--- src/rtl/reg_writeback_pkg.sv ---
// Shared types for the register write-back slice: register numbers, register
// values and the request word buffered on the memory result port.
package reg_writeback_pkg;

  localparam int NUM_REGS = 32;
  localparam int REG_W    = 32;
  localparam int RNUM_W   = 5;

  typedef logic [RNUM_W-1:0] register_num_t;
  typedef logic [REG_W-1:0]  register_t;

  typedef struct packed {
    register_num_t rd;
    register_t     data;
  } wb_req_t;

endpackage

--- src/rtl/reg_writeback_if.sv ---
// Decoder/ALU/load-unit facing bundle of the write-back block.
// Handshakes: a transfer happens on a rising clk edge where valid & ready are
// both 1; valid must not wait for ready, and ready never depends on valid of
// the same port, so there is no combinational loop between the two sides.
interface reg_writeback_if;
  import reg_writeback_pkg::*;

  logic                         claim_valid;
  register_num_t                claim_rd;
  logic                         claim_ready;
  logic                         alu_valid;
  register_num_t                alu_rd;
  register_t                    alu_result;
  logic                         alu_ready;
  logic                         mem_valid;
  register_num_t                mem_rd;
  register_t                    mem_result;
  logic                         mem_ready;
  logic                         wb_valid;
  register_num_t                wb_rd;
  register_t                    wb_data;
  logic [NUM_REGS-1:0]          pending;
  register_t [NUM_REGS-1:0]     register_bank;
  logic                         wb_error;

  // Write-back block side.
  modport slave (
    input  claim_valid, claim_rd, alu_valid, alu_rd, alu_result,
           mem_valid, mem_rd, mem_result,
    output claim_ready, alu_ready, mem_ready, wb_valid, wb_rd, wb_data,
           pending, register_bank, wb_error
  );

  // Decoder / execution units side.
  modport master (
    output claim_valid, claim_rd, alu_valid, alu_rd, alu_result,
           mem_valid, mem_rd, mem_result,
    input  claim_ready, alu_ready, mem_ready, wb_valid, wb_rd, wb_data,
           pending, register_bank, wb_error
  );

endinterface

--- src/rtl/reg_writeback_wb_fifo.sv ---
// Small synchronous FIFO buffering load results until the write port is free.
// Pointers and occupancy are async-reset; the storage array is not reset since
// nothing is read from it while empty.
module reg_writeback_wb_fifo
  import reg_writeback_pkg::*;
#(
  parameter int  DEPTH = 4,
  parameter type T     = wb_req_t
) (
  input  logic clk,
  input  logic rst,
  input  logic push_i,
  input  T     push_data_i,
  input  logic pop_i,
  output T     head_o,
  output logic full_o,
  output logic empty_o
);

  localparam int PTR_W = $clog2(DEPTH);
  localparam int CNT_W = PTR_W + 1;

  T                 mem_q [DEPTH];
  logic [PTR_W-1:0] wr_ptr_q, rd_ptr_q;
  logic [CNT_W-1:0] count_q;
  logic             do_push, do_pop;

  assign full_o  = (count_q == CNT_W'(DEPTH));
  assign empty_o = (count_q == '0);
  assign do_push = push_i && !full_o;
  assign do_pop  = pop_i && !empty_o;
  assign head_o  = mem_q[rd_ptr_q];

  // Storage write on accepted push.
  always_ff @(posedge clk) begin
    if (do_push) mem_q[wr_ptr_q] <= push_data_i;
  end

  // Pointer and occupancy update; simultaneous push+pop keeps the count.
  always_ff @(posedge clk or posedge rst) begin
    if (rst) begin
      wr_ptr_q <= '0;
      rd_ptr_q <= '0;
      count_q  <= '0;
    end else begin
      if (do_push) wr_ptr_q <= wr_ptr_q + 1'b1;
      if (do_pop)  rd_ptr_q <= rd_ptr_q + 1'b1;
      case ({do_push, do_pop})
        2'b10:   count_q <= count_q + 1'b1;
        2'b01:   count_q <= count_q - 1'b1;
        default: count_q <= count_q;
      endcase
    end
  end

endmodule

--- src/rtl/reg_writeback.sv ---
// Write side of the architectural register bank: one commit per cycle from
// either the ALU (direct) or the load FIFO head, plus a per-register count of
// outstanding writes that the decoder uses to stall on in-flight registers.
module reg_writeback
  import reg_writeback_pkg::*;
#(
  parameter int MEM_FIFO_DEPTH = 4,
  parameter int PEND_CNT_W     = 2
) (
  input  logic             clk,
  input  logic             rst,
  reg_writeback_if.slave   wb_if
);

  localparam logic [PEND_CNT_W-1:0] CNT_MAX = '1;

  wb_req_t                               head;
  wb_req_t                               mem_req;
  logic                                  fifo_full, fifo_empty;
  logic                                  alu_take, head_take, mem_push;
  logic                                  commit;
  register_num_t                         commit_rd;
  register_t                             commit_data;
  logic                                  claim_ready, claim_fire;
  logic [NUM_REGS-1:0][PEND_CNT_W-1:0]   cnt_q, cnt_d;
  register_t [NUM_REGS-1:0]              bank_q, bank_d;
  logic                                  wb_error_q, wb_error_d;

  assign mem_req  = '{rd: wb_if.mem_rd, data: wb_if.mem_result};
  assign mem_push = wb_if.mem_valid && wb_if.mem_ready;

  reg_writeback_wb_fifo #(
    .DEPTH (MEM_FIFO_DEPTH),
    .T     (wb_req_t)
  ) u_fifo (
    .clk         (clk),
    .rst         (rst),
    .push_i      (mem_push),
    .push_data_i (mem_req),
    .pop_i       (head_take),
    .head_o      (head),
    .full_o      (fifo_full),
    .empty_o     (fifo_empty)
  );

  // Write-port arbitration: a full FIFO has priority so loads cannot starve.
  always_comb begin
    alu_take  = 1'b0;
    head_take = 1'b0;
    if (!rst) begin
      if (fifo_full)            head_take = 1'b1;
      else if (wb_if.alu_valid) alu_take  = 1'b1;
      else if (!fifo_empty)     head_take = 1'b1;
    end
    commit      = alu_take || head_take;
    commit_rd   = alu_take ? wb_if.alu_rd     : head.rd;
    commit_data = alu_take ? wb_if.alu_result : head.data;
  end

  // A saturated counter only blocks a claim if no commit frees a slot now.
  always_comb begin
    claim_ready = !rst && ((cnt_q[wb_if.claim_rd] != CNT_MAX) ||
                           (commit && (commit_rd == wb_if.claim_rd)));
    claim_fire  = wb_if.claim_valid && claim_ready && (wb_if.claim_rd != '0);
  end

  // Next-state for counters, bank and sticky error; register 0 is never touched.
  always_comb begin
    cnt_d      = cnt_q;
    bank_d     = bank_q;
    wb_error_d = wb_error_q;
    for (int i = 1; i < NUM_REGS; i++) begin
      if (claim_fire && (wb_if.claim_rd == register_num_t'(i))) begin
        if (!(commit && (commit_rd == register_num_t'(i))))
          cnt_d[i] = cnt_q[i] + 1'b1;
      end else if (commit && (commit_rd == register_num_t'(i)) && (cnt_q[i] != '0)) begin
        cnt_d[i] = cnt_q[i] - 1'b1;
      end
    end
    if (commit && (commit_rd != '0)) begin
      bank_d[commit_rd] = commit_data;
      if (cnt_q[commit_rd] == '0) wb_error_d = 1'b1;
    end
  end

  // State registers, all cleared asynchronously.
  always_ff @(posedge clk or posedge rst) begin
    if (rst) begin
      cnt_q      <= '0;
      bank_q     <= '0;
      wb_error_q <= 1'b0;
    end else begin
      cnt_q      <= cnt_d;
      bank_q     <= bank_d;
      wb_error_q <= wb_error_d;
    end
  end

  // Output drive; ready for both result ports is the registered not-full state.
  always_comb begin
    wb_if.claim_ready   = claim_ready;
    wb_if.alu_ready     = !rst && !fifo_full;
    wb_if.mem_ready     = !rst && !fifo_full;
    wb_if.wb_valid      = commit;
    wb_if.wb_rd         = commit_rd;
    wb_if.wb_data       = commit_data;
    wb_if.register_bank = bank_q;
    wb_if.wb_error      = wb_error_q;
    wb_if.pending       = '0;
    for (int i = 1; i < NUM_REGS; i++) wb_if.pending[i] = (cnt_q[i] != '0);
  end

endmodule

--- src/flat_wrapper.sv ---
// flat-port wrapper written by rule: the top's interface ports become plain ports
module reg_writeback_flat import reg_writeback_pkg::*;
#(
  parameter int MEM_FIFO_DEPTH = 4,
  parameter int PEND_CNT_W     = 2
)
  (clk, rst, wb_if_claim_valid, wb_if_claim_rd, wb_if_alu_valid, wb_if_alu_rd, wb_if_alu_result, wb_if_mem_valid, wb_if_mem_rd, wb_if_mem_result, wb_if_claim_ready, wb_if_alu_ready, wb_if_mem_ready, wb_if_wb_valid, wb_if_wb_rd, wb_if_wb_data, wb_if_pending, wb_if_register_bank, wb_if_wb_error);
  reg_writeback_if wb_if_i ();
  input  logic clk;
  input  logic rst;
  input wire logic [$bits(wb_if_i.claim_valid)-1:0] wb_if_claim_valid;
  input wire logic [$bits(wb_if_i.claim_rd)-1:0] wb_if_claim_rd;
  input wire logic [$bits(wb_if_i.alu_valid)-1:0] wb_if_alu_valid;
  input wire logic [$bits(wb_if_i.alu_rd)-1:0] wb_if_alu_rd;
  input wire logic [$bits(wb_if_i.alu_result)-1:0] wb_if_alu_result;
  input wire logic [$bits(wb_if_i.mem_valid)-1:0] wb_if_mem_valid;
  input wire logic [$bits(wb_if_i.mem_rd)-1:0] wb_if_mem_rd;
  input wire logic [$bits(wb_if_i.mem_result)-1:0] wb_if_mem_result;
  output wire logic [$bits(wb_if_i.claim_ready)-1:0] wb_if_claim_ready;
  output wire logic [$bits(wb_if_i.alu_ready)-1:0] wb_if_alu_ready;
  output wire logic [$bits(wb_if_i.mem_ready)-1:0] wb_if_mem_ready;
  output wire logic [$bits(wb_if_i.wb_valid)-1:0] wb_if_wb_valid;
  output wire logic [$bits(wb_if_i.wb_rd)-1:0] wb_if_wb_rd;
  output wire logic [$bits(wb_if_i.wb_data)-1:0] wb_if_wb_data;
  output wire logic [$bits(wb_if_i.pending)-1:0] wb_if_pending;
  output wire logic [$bits(wb_if_i.register_bank)-1:0] wb_if_register_bank;
  output wire logic [$bits(wb_if_i.wb_error)-1:0] wb_if_wb_error;
  assign wb_if_i.claim_valid = wb_if_claim_valid;
  assign wb_if_i.claim_rd = wb_if_claim_rd;
  assign wb_if_i.alu_valid = wb_if_alu_valid;
  assign wb_if_i.alu_rd = wb_if_alu_rd;
  assign wb_if_i.alu_result = wb_if_alu_result;
  assign wb_if_i.mem_valid = wb_if_mem_valid;
  assign wb_if_i.mem_rd = wb_if_mem_rd;
  assign wb_if_i.mem_result = wb_if_mem_result;
  assign wb_if_claim_ready = wb_if_i.claim_ready;
  assign wb_if_alu_ready = wb_if_i.alu_ready;
  assign wb_if_mem_ready = wb_if_i.mem_ready;
  assign wb_if_wb_valid = wb_if_i.wb_valid;
  assign wb_if_wb_rd = wb_if_i.wb_rd;
  assign wb_if_wb_data = wb_if_i.wb_data;
  assign wb_if_pending = wb_if_i.pending;
  assign wb_if_register_bank = wb_if_i.register_bank;
  assign wb_if_wb_error = wb_if_i.wb_error;
  reg_writeback #(.MEM_FIFO_DEPTH(MEM_FIFO_DEPTH), .PEND_CNT_W(PEND_CNT_W)) u_core (.clk(clk), .rst(rst), .wb_if(wb_if_i));
endmodule
--- config.mk ---
export PLATFORM = sky130hd
export DESIGN_NAME = reg_writeback_flat
export DESIGN_NICKNAME = d
export VERILOG_FILES = /design/src/rtl/reg_writeback_pkg.sv /design/src/rtl/reg_writeback_if.sv /design/src/rtl/reg_writeback_wb_fifo.sv /design/src/rtl/reg_writeback.sv /design/src/flat_wrapper.sv
export SDC_FILE = /design/constraint.sdc
export NUM_CORES = 2
export LEC_CHECK = 0
export CORE_AREA = 2 2 455 457
export CTS_BUF_LIST = sky130_fd_sc_hd__clkbuf_8
export DETAILED_ROUTE_END_ITERATION = 10
export DIE_AREA = 0 0 457 459
export PLACE_DENSITY = 0.56
export SETUP_SLACK_MARGIN = 0.4
export SLEW_MARGIN = 10
export SYNTH_ARGS = -nofsm -noshare
export SYNTH_HDL_FRONTEND = slang
export SYNTH_SLANG_ARGS = --single-unit
--- constraint.sdc ---
create_clock -name clk -period 72.9 [get_ports clk]
set_input_delay 14.58 -clock clk [delete_from_list [all_inputs] [get_ports clk]]
set_output_delay 14.58 -clock clk [all_outputs]
set_load 0.005 [all_outputs]
After elaboration in Yosys (flattened, before gate mapping)
Memories as Yosys holds them, arrays and structs flattened.
Index checks and enable logic that the tools add are counted.
{"block": "totals", "ramBits": 148, "output_inout_bits": 1098, "n_memories": 1, "register_bits": 1094, "in_bits": 84, "word_cells": 554}
{"memory": "u_core.u_fifo.mem_q", "depth": 4, "width": 37, "rd": 1, "rd_ports_with_merged_regs": 0, "write_ports": 1, "line": "reg_writeback_wb_fifo.sv:23", "source": "T mem_q [DEPTH];"}
{"block": "classes", "muxes": 112, "eq_ne": 98, "magnitude_cmp": 3, "add_sub_neg": 66, "n_reduce_logical": 207}
{"cell": "1024-bit bitwise mux", "count": 1}
{"cell": "2-bit two-way mux", "count": 95}
{"cell": "32-bit demux with 5-bit select", "count": 1}
{"cell": "5-bit equality test, second input constant", "count": 32}
{"cell": "2-bit nonzero test", "count": 63}
{"cell": "1-bit logical AND", "count": 103}
{"cell": "5-bit by 4-bit equality test with 1-bit output, second input constant", "count": 16}
{"cell": "2-bit by 1-bit adder with 2-bit output, second input constant", "count": 33}
{"cell": "32-bit two-way mux", "count": 2}
{"cell": "2-bit inequality test, second input constant", "count": 32}
{"cell": "2-bit AND reduction", "count": 32}
{"cell": "2-bit by 1-bit subtractor with 2-bit output, second input constant", "count": 31}
{"cell": "5-bit by 3-bit equality test with 1-bit output, second input constant", "count": 8}
{"cell": "2-bit binary-select mux with 5-bit select", "count": 2}
{"cell": "5-bit by 2-bit equality test with 1-bit output, second input constant", "count": 4}
{"cell": "5-bit by 6-bit less-than comparator with 1-bit output, second input constant", "count": 2}
{"cell": "5-bit by 1-bit equality test with 1-bit output, second input constant", "count": 2}
{"cell": "5-bit nonzero test", "count": 2}
{"cell": "1-bit two-way mux", "count": 9}
{"cell": "3-bit one-hot mux with 2 select lines", "count": 1}
{"cell": "5-bit equality test", "count": 1}
{"cell": "5-bit by 1-bit greater-or-equal comparator with 1-bit output, second input constant", "count": 1}
{"cell": "5-bit two-way mux", "count": 1}
{"cell": "3-bit by 1-bit adder with 3-bit output, second input constant", "count": 1}
{"cell": "other kinds (8)", "count": 11}

Logic depth before layout (Yosys ltp)
{"block": "depth", "depth_word": 14, "ltp_mapped": 13, "ltp_nobuf": 10}

By module
From an unflattened synthesis, not the netlist that was laid out.
{"block": "hier_totals", "cells_unflattened": 4284, "hier_area_um2": 47356.7}
{"module": "reg_writeback", "n_inst": 1, "seq_area_each_um2": 27201.1, "area_each_um2": 41597.4, "cells_each": 4053}
{"module": "reg_writeback_wb_fifo", "n_inst": 1, "seq_area_each_um2": 4619.4, "area_each_um2": 5759.3, "cells_each": 231}

Worst setup path after synthesis
No wires, ideal clock.
{"block": "synth_path", "path_type": "input to register", "start": "in rst", "end": "reg u_core.cnt_q[48] (netlist name)", "arrival_ns": 47.371, "setup_slack_ns": 25.449, "stages": 7, "setup_time_ns": 0.079, "t_required_ns": 72.821, "n_path_buf": 0, "path_cell_list": "inv_1 > nand3_1 > or4_1 > o21ai_1 > nand2_1 > mux2_2 > mux2i_1"}
{"block": "synth_via", "elab_chain_cells": 11, "elab_cells_between_ends": 19, "classes_between": "eq/ne: 3; mux: 4; reduce/logical: 12"}
{"item": "start: declaration", "line": "flat_wrapper.sv:10", "source": "input logic rst;"}
{"item": "1-bit two-way mux", "line": "reg_writeback.sv:50", "source": "if (!rst) begin"}
{"item": "5-bit two-way mux", "line": "reg_writeback.sv:56", "source": "commit_rd = alu_take ? wb_if.alu_rd : head.rd;"}
{"item": "5-bit equality test", "line": "reg_writeback.sv:63", "source": "(commit && (commit_rd == wb_if.claim_rd)));"}
{"item": "1-bit logical AND", "line": "reg_writeback.sv:63"}
{"item": "1-bit logical OR", "line": "reg_writeback.sv:62", "source": "claim_ready = !rst && ((cnt_q[wb_if.claim_rd] != CNT_MAX) ||"}
{"item": "1-bit logical AND", "line": "reg_writeback.sv:62"}
{"item": "1-bit logical AND (2 in series)", "line": "reg_writeback.sv:64", "source": "claim_fire = wb_if.claim_valid && claim_ready && (wb_if.claim_rd != '0);"}
{"item": "1-bit logical AND", "line": "reg_writeback.sv:73", "source": "if (claim_fire && (wb_if.claim_rd == register_num_t'(i))) begin"}
{"item": "2-bit inequality test (no line) or 2-bit nonzero test (tied branches)"}
{"item": "2-bit AND reduction (no line)"}
{"item": "end signal: assignment", "line": "reg_writeback.sv:93", "source": "cnt_q <= cnt_d;"}
{"item": "end: declaration", "line": "reg_writeback.sv:25", "source": "logic [NUM_REGS-1:0][PEND_CNT_W-1:0] cnt_q, cnt_d;"}
Several ways; a longest one is shown, not always the timed one.
A chain may end at the register's enable or synchronous reset.

Worst setup path in the final report
{"block": "layout_path", "start": "in rst", "end": "out wb_if_wb_data[29]"}
{"block": "layout_via", "elab_chain_cells": 2}
{"item": "1-bit two-way mux", "line": "reg_writeback.sv:50"}
{"item": "32-bit two-way mux", "line": "reg_writeback.sv:57", "source": "commit_data = alu_take ? wb_if.alu_result : head.data;"}
{"item": "end: declaration", "line": "flat_wrapper.sv:24", "source": "output wire logic [$bits(wb_if_i.wb_data)-1:0] wb_if_wb_data;"}
No other way between the ends.

==> run_results.csv <==
group,metric,value,unit
final_layout,synthToLayoutAreaGrowth,41.7,%
placed_design,post-place-cells,7888,
synth,yosys.area_share.xor_xnor,0.651,%
floorplanning,initial_utilization,22.9,%
setup_path,end_kind,"output port",
setup_path,required,58.32,ns
floorplanning,core,206000,um2
power_and_ir_drop,clock_power_share,21.0,%
power_and_ir_drop,p_per_area,48.1,nW/um2
synth,syn_avg_cell_area,11.0,um2
setup_path,crit_top_cell,"buf_4",
timing,fin_ws,39.21,ns
run,cap_violations,0,
synth,ys_ff_latch,1242,
synth,synth_top_area_share,58.1,%
synth,async_reset_ff_share,88.1,%
global_route,antenna_found_initial,31,
power_and_ir_drop,swShare,38.0,%
placed_design,dpl.hpwl,142000,um
synth,yosysWarnings,0,
floorplanning,die_h,459,um
timing,setup_viol,0,
timing,relSlewSlack,23.7,%
clock_network,cts_tree,"yes",
placed_design,place.gp.congestion,0.897,
status,status,"complete, no violations",
floorplanning,die_w,457,um
routing,dr.pass1.iters,5,
final_layout,drive_gt1_share,10.5,%
global_route,grtUsageTotal,19.1,%
placed_design,io_buffers,1180,
clock_network,clk_path_buf_depth,3,
worst_hold_path,hold_path_class,"flip-flop to flip-flop",
clock_network,cts_root_buf,"clkbuf_8",
routing,drc_errors,0,
routing,drtAntennaViolNets,0,
synth,synth_nets,4385,
synth,ys.flop_type,"dfrtp_1",
synth,postSynthCellCount,4295,
synth,synth_mux_area_share,3.47,%
power_and_ir_drop,p_sw,1220,uW
timing,period_minus_slack,33.69,ns
setup_path,crit_chain,"clkdlybuf4s50_1 > nand2b_1 > nor2_4 > buf_4 > buf_4 > mux2i_4 > buf_4 > inv_1 > clkdlybuf4s50_1",
synth,post-synth-top-area-cell,"dfrtp_1",
routing,drtIter0Drc,2915,
routing,vias,37200,
clock_network,cts.sinks,1242,
routing,wl_per_cell,24.8,um
power_and_ir_drop,power.share.sequential,35.8,%
synth,syn_area,47100,um2
clock_network,postCtsHoldBufs,0,
global_route,grt_overflow_total,0,
synth,synth_edf_count,148,
clock_network,clk_pin_slew,0.06,ns
power_and_ir_drop,peakVddDrop,0.0719,mV
synth,synth-simple-area-share,11.3,%
routing,wirelength,206000,um
setup_path,start_kind,"primary input",
placed_design,dp_slack,39.15,ns
placed_design,dpl-instance-area,62100,um2
setup_path,max_stage_delay,0.86,ns
timing,hold_viol,0,
setup_path,crit_type,"primary input to output port",
clock_network,post_cts_resized,0,
timing,skew,0.0800,ns
synth,synth_top_family_by_area,"compound AO/OA/AOI/OAI gates",
synth,synth_compound_area_share,13.1,%
clock_network,postCtsSetupBuffers,0,
floorplanning,die_area,210000,um2
timing,fin_crit_sh,46.2,%
setup_path,critPathSlowestCell,"mux2i_4",
synth,synthTopCellsByArea,"dfrtp_1, edfxtp_1, a21oi_1",
timing,rsz0062_at_grt,"no",
global_route,grt_pass1_wl,287000,um
floorplanning,rows,167,
synth,seq_area_frac_synth,67.6,%
setup_path,critPathMaxFanout,26,
synth,synthDistinctLibCells,75,
global_route,grt_pass1_vias,36800,
global_route,grt_max_degree,132,
clock_network,htree_levels,4,
clock_network,clock_latency,0.98,ns
final_layout,finalNonFillerCells,8303,
final_layout,final_cell_area,66700,um2
floorplanning,io_pins,1182,
setup_path,cp.arrival,19.11,ns
power_and_ir_drop,p_int,1990,uW
timing,tightest_slew,1.14,ns
final_layout,final_nets,5490,
routing,viasPerCell,4.48,
timing,finalSetupTns,0,ns
power_and_ir_drop,power_frac_comb,43.2,%
timing,slew_viol_final,0,
synth,synthAdderAreaFrac,0.175,%
power_and_ir_drop,p_leak,0.0280,uW
clock_network,numCtsBuffers,214,
timing,hold_slack,0.375,ns
timing,fmaxAchievable,29.7,MHz
-- per-layer routing --
| metal | vias up | routed length [um] | GRT usage, % |
|---|---|---|---|
| li1 | 16700 | - | - |
| met1 | 18500 | 84500 | 23.8 |
| met2 | 1569 | 95700 | 30.7 |
| met3 | 334 | 17900 | 6.43 |
| met4 | 26 | 7650 | 7.24 |
| met5 | - | 163 | 0 |
-- Yosys cell counts, types with 9 or more instances --
cell type,instances
a21oi_1,575
a22oi_1,15
and2_1,16
and3_1,12
buf_1,44
buf_2,56
clkbuf_1,276
dfrtp_1,1094
edfxtp_1,148
inv_1,59
mux2i_1,61
mux4_2,42
nand2_1,520
nand3_1,31
nor2_1,603
nor2b_1,11
nor3_1,15
nor4_1,10
o211ai_1,12
o21ai_0,499
o31ai_1,9
or2_2,26
xnor2_1,25
xor2_1,10
-- state kept, by name, summed over array words and instances (netlist names) --
register / count
u_core.u_fifo.count_q: 3
u_core.cnt_q: 62
u_core.wb_if.register_bank: 1024
u_core.u_fifo.mem_q: 148
u_core.wb_if.wb_error: 1
u_core.u_fifo.rd_ptr_q: 2
u_core.u_fifo.wr_ptr_q: 2
-- power groups by stage --
stage / logic [uW] / registers, uW / clock network, uW
floorplan: 417 / 1160 / 0
global placement: 1390 / 1150 / 0
detailed placement: 1400 / 1160 / 0
CTS: 1400 / 1150 / 695
global route: 1480 / 1180 / 726
finish: 1380 / 1150 / 674
-- metrics by stage --
step	util, %	total power (uW)
floorplan	-	1570
global placement	30.2	2540
detailed placement	30.2	2550
CTS	32.4	3250
global route	32.4	3390
finish	32.5	3210
-- path summary, 6_finish.rpt --
check	start	to	slack [ns]	cells past startpoint
setup / recovery	rst	wb_if_wb_data[29]	39.21	9
hold / removal	u_core.wb_if.register_bank[19]	u_core.wb_if.register_bank[19]	0.37	0
setup reg to reg	u_core.u_fifo.rd_ptr_q[0]	u_core.wb_if.register_bank[53]	67.95	9
hold reg to reg	u_core.wb_if.register_bank[19]	u_core.wb_if.register_bank[19]	0.37	0
max in group asynchronous	rst	u_core.wb_if.register_bank[183]	54.16	7
min in group asynchronous	rst	u_core.wb_if.register_bank[228]	14.39	2
-- critical path: cells and delay by family --
family,cells,cell delay (ns)
muxes,1,0.86
and+or+nand+nor,2,0.49
buffers and inverters,6,2.99
-- final cells by class --
cell class	instances	area, um2
tap	2704	3380
timing repair buffer	1271	12500
clock inverter	128	891
antenna	15	37.5
inverter	64	248
sequential	1242	31800
clock buffer	272	3740
fill	20900	139000
multi-input combinational	2607	14100
-- cells by family after synthesis --
logic type | Yosys count
AO/OA/AOI/OAI | 1170
XOR/XNOR | 35
adder cells (fa/ha/maj) | 6
buffers and inverters | 446
flip-flops | 1242
multiplexers | 110
other | 1
AND/OR/NAND/NOR | 1285
-- layout by cell type (no fill, tap or decap), types with 9 or more instances in the layout --
| master | n |
|---|---|
| buf_4 | 88 |
| inv_1 | 135 |
| edfxtp_1 | 148 |
| nor2b_1 | 11 |
| nor4_1 | 10 |
| and2_1 | 10 |
| xnor2_1 | 25 |
| o21ai_0 | 499 |
| diode_2 | 15 |
| a21oi_1 | 575 |
| mux4_2 | 42 |
| nand2_1 | 506 |
| clkbuf_8 | 272 |
| nor2_1 | 587 |
| dfrtp_1 | 1092 |
| nor2_4 | 16 |
| or2_2 | 26 |
| mux2i_4 | 32 |
| nor3_1 | 15 |
| o211ai_1 | 12 |
| nand2_2 | 12 |
| o31ai_1 | 9 |
| clkinv_2 | 25 |
| mux2i_1 | 29 |
| and3_1 | 12 |
| nand3_1 | 31 |
| clkdlybuf4s50_1 | 1179 |
| a22oi_1 | 15 |
| xor2_1 | 10 |
Note: power is estimated with default switching activity, not from simulation.
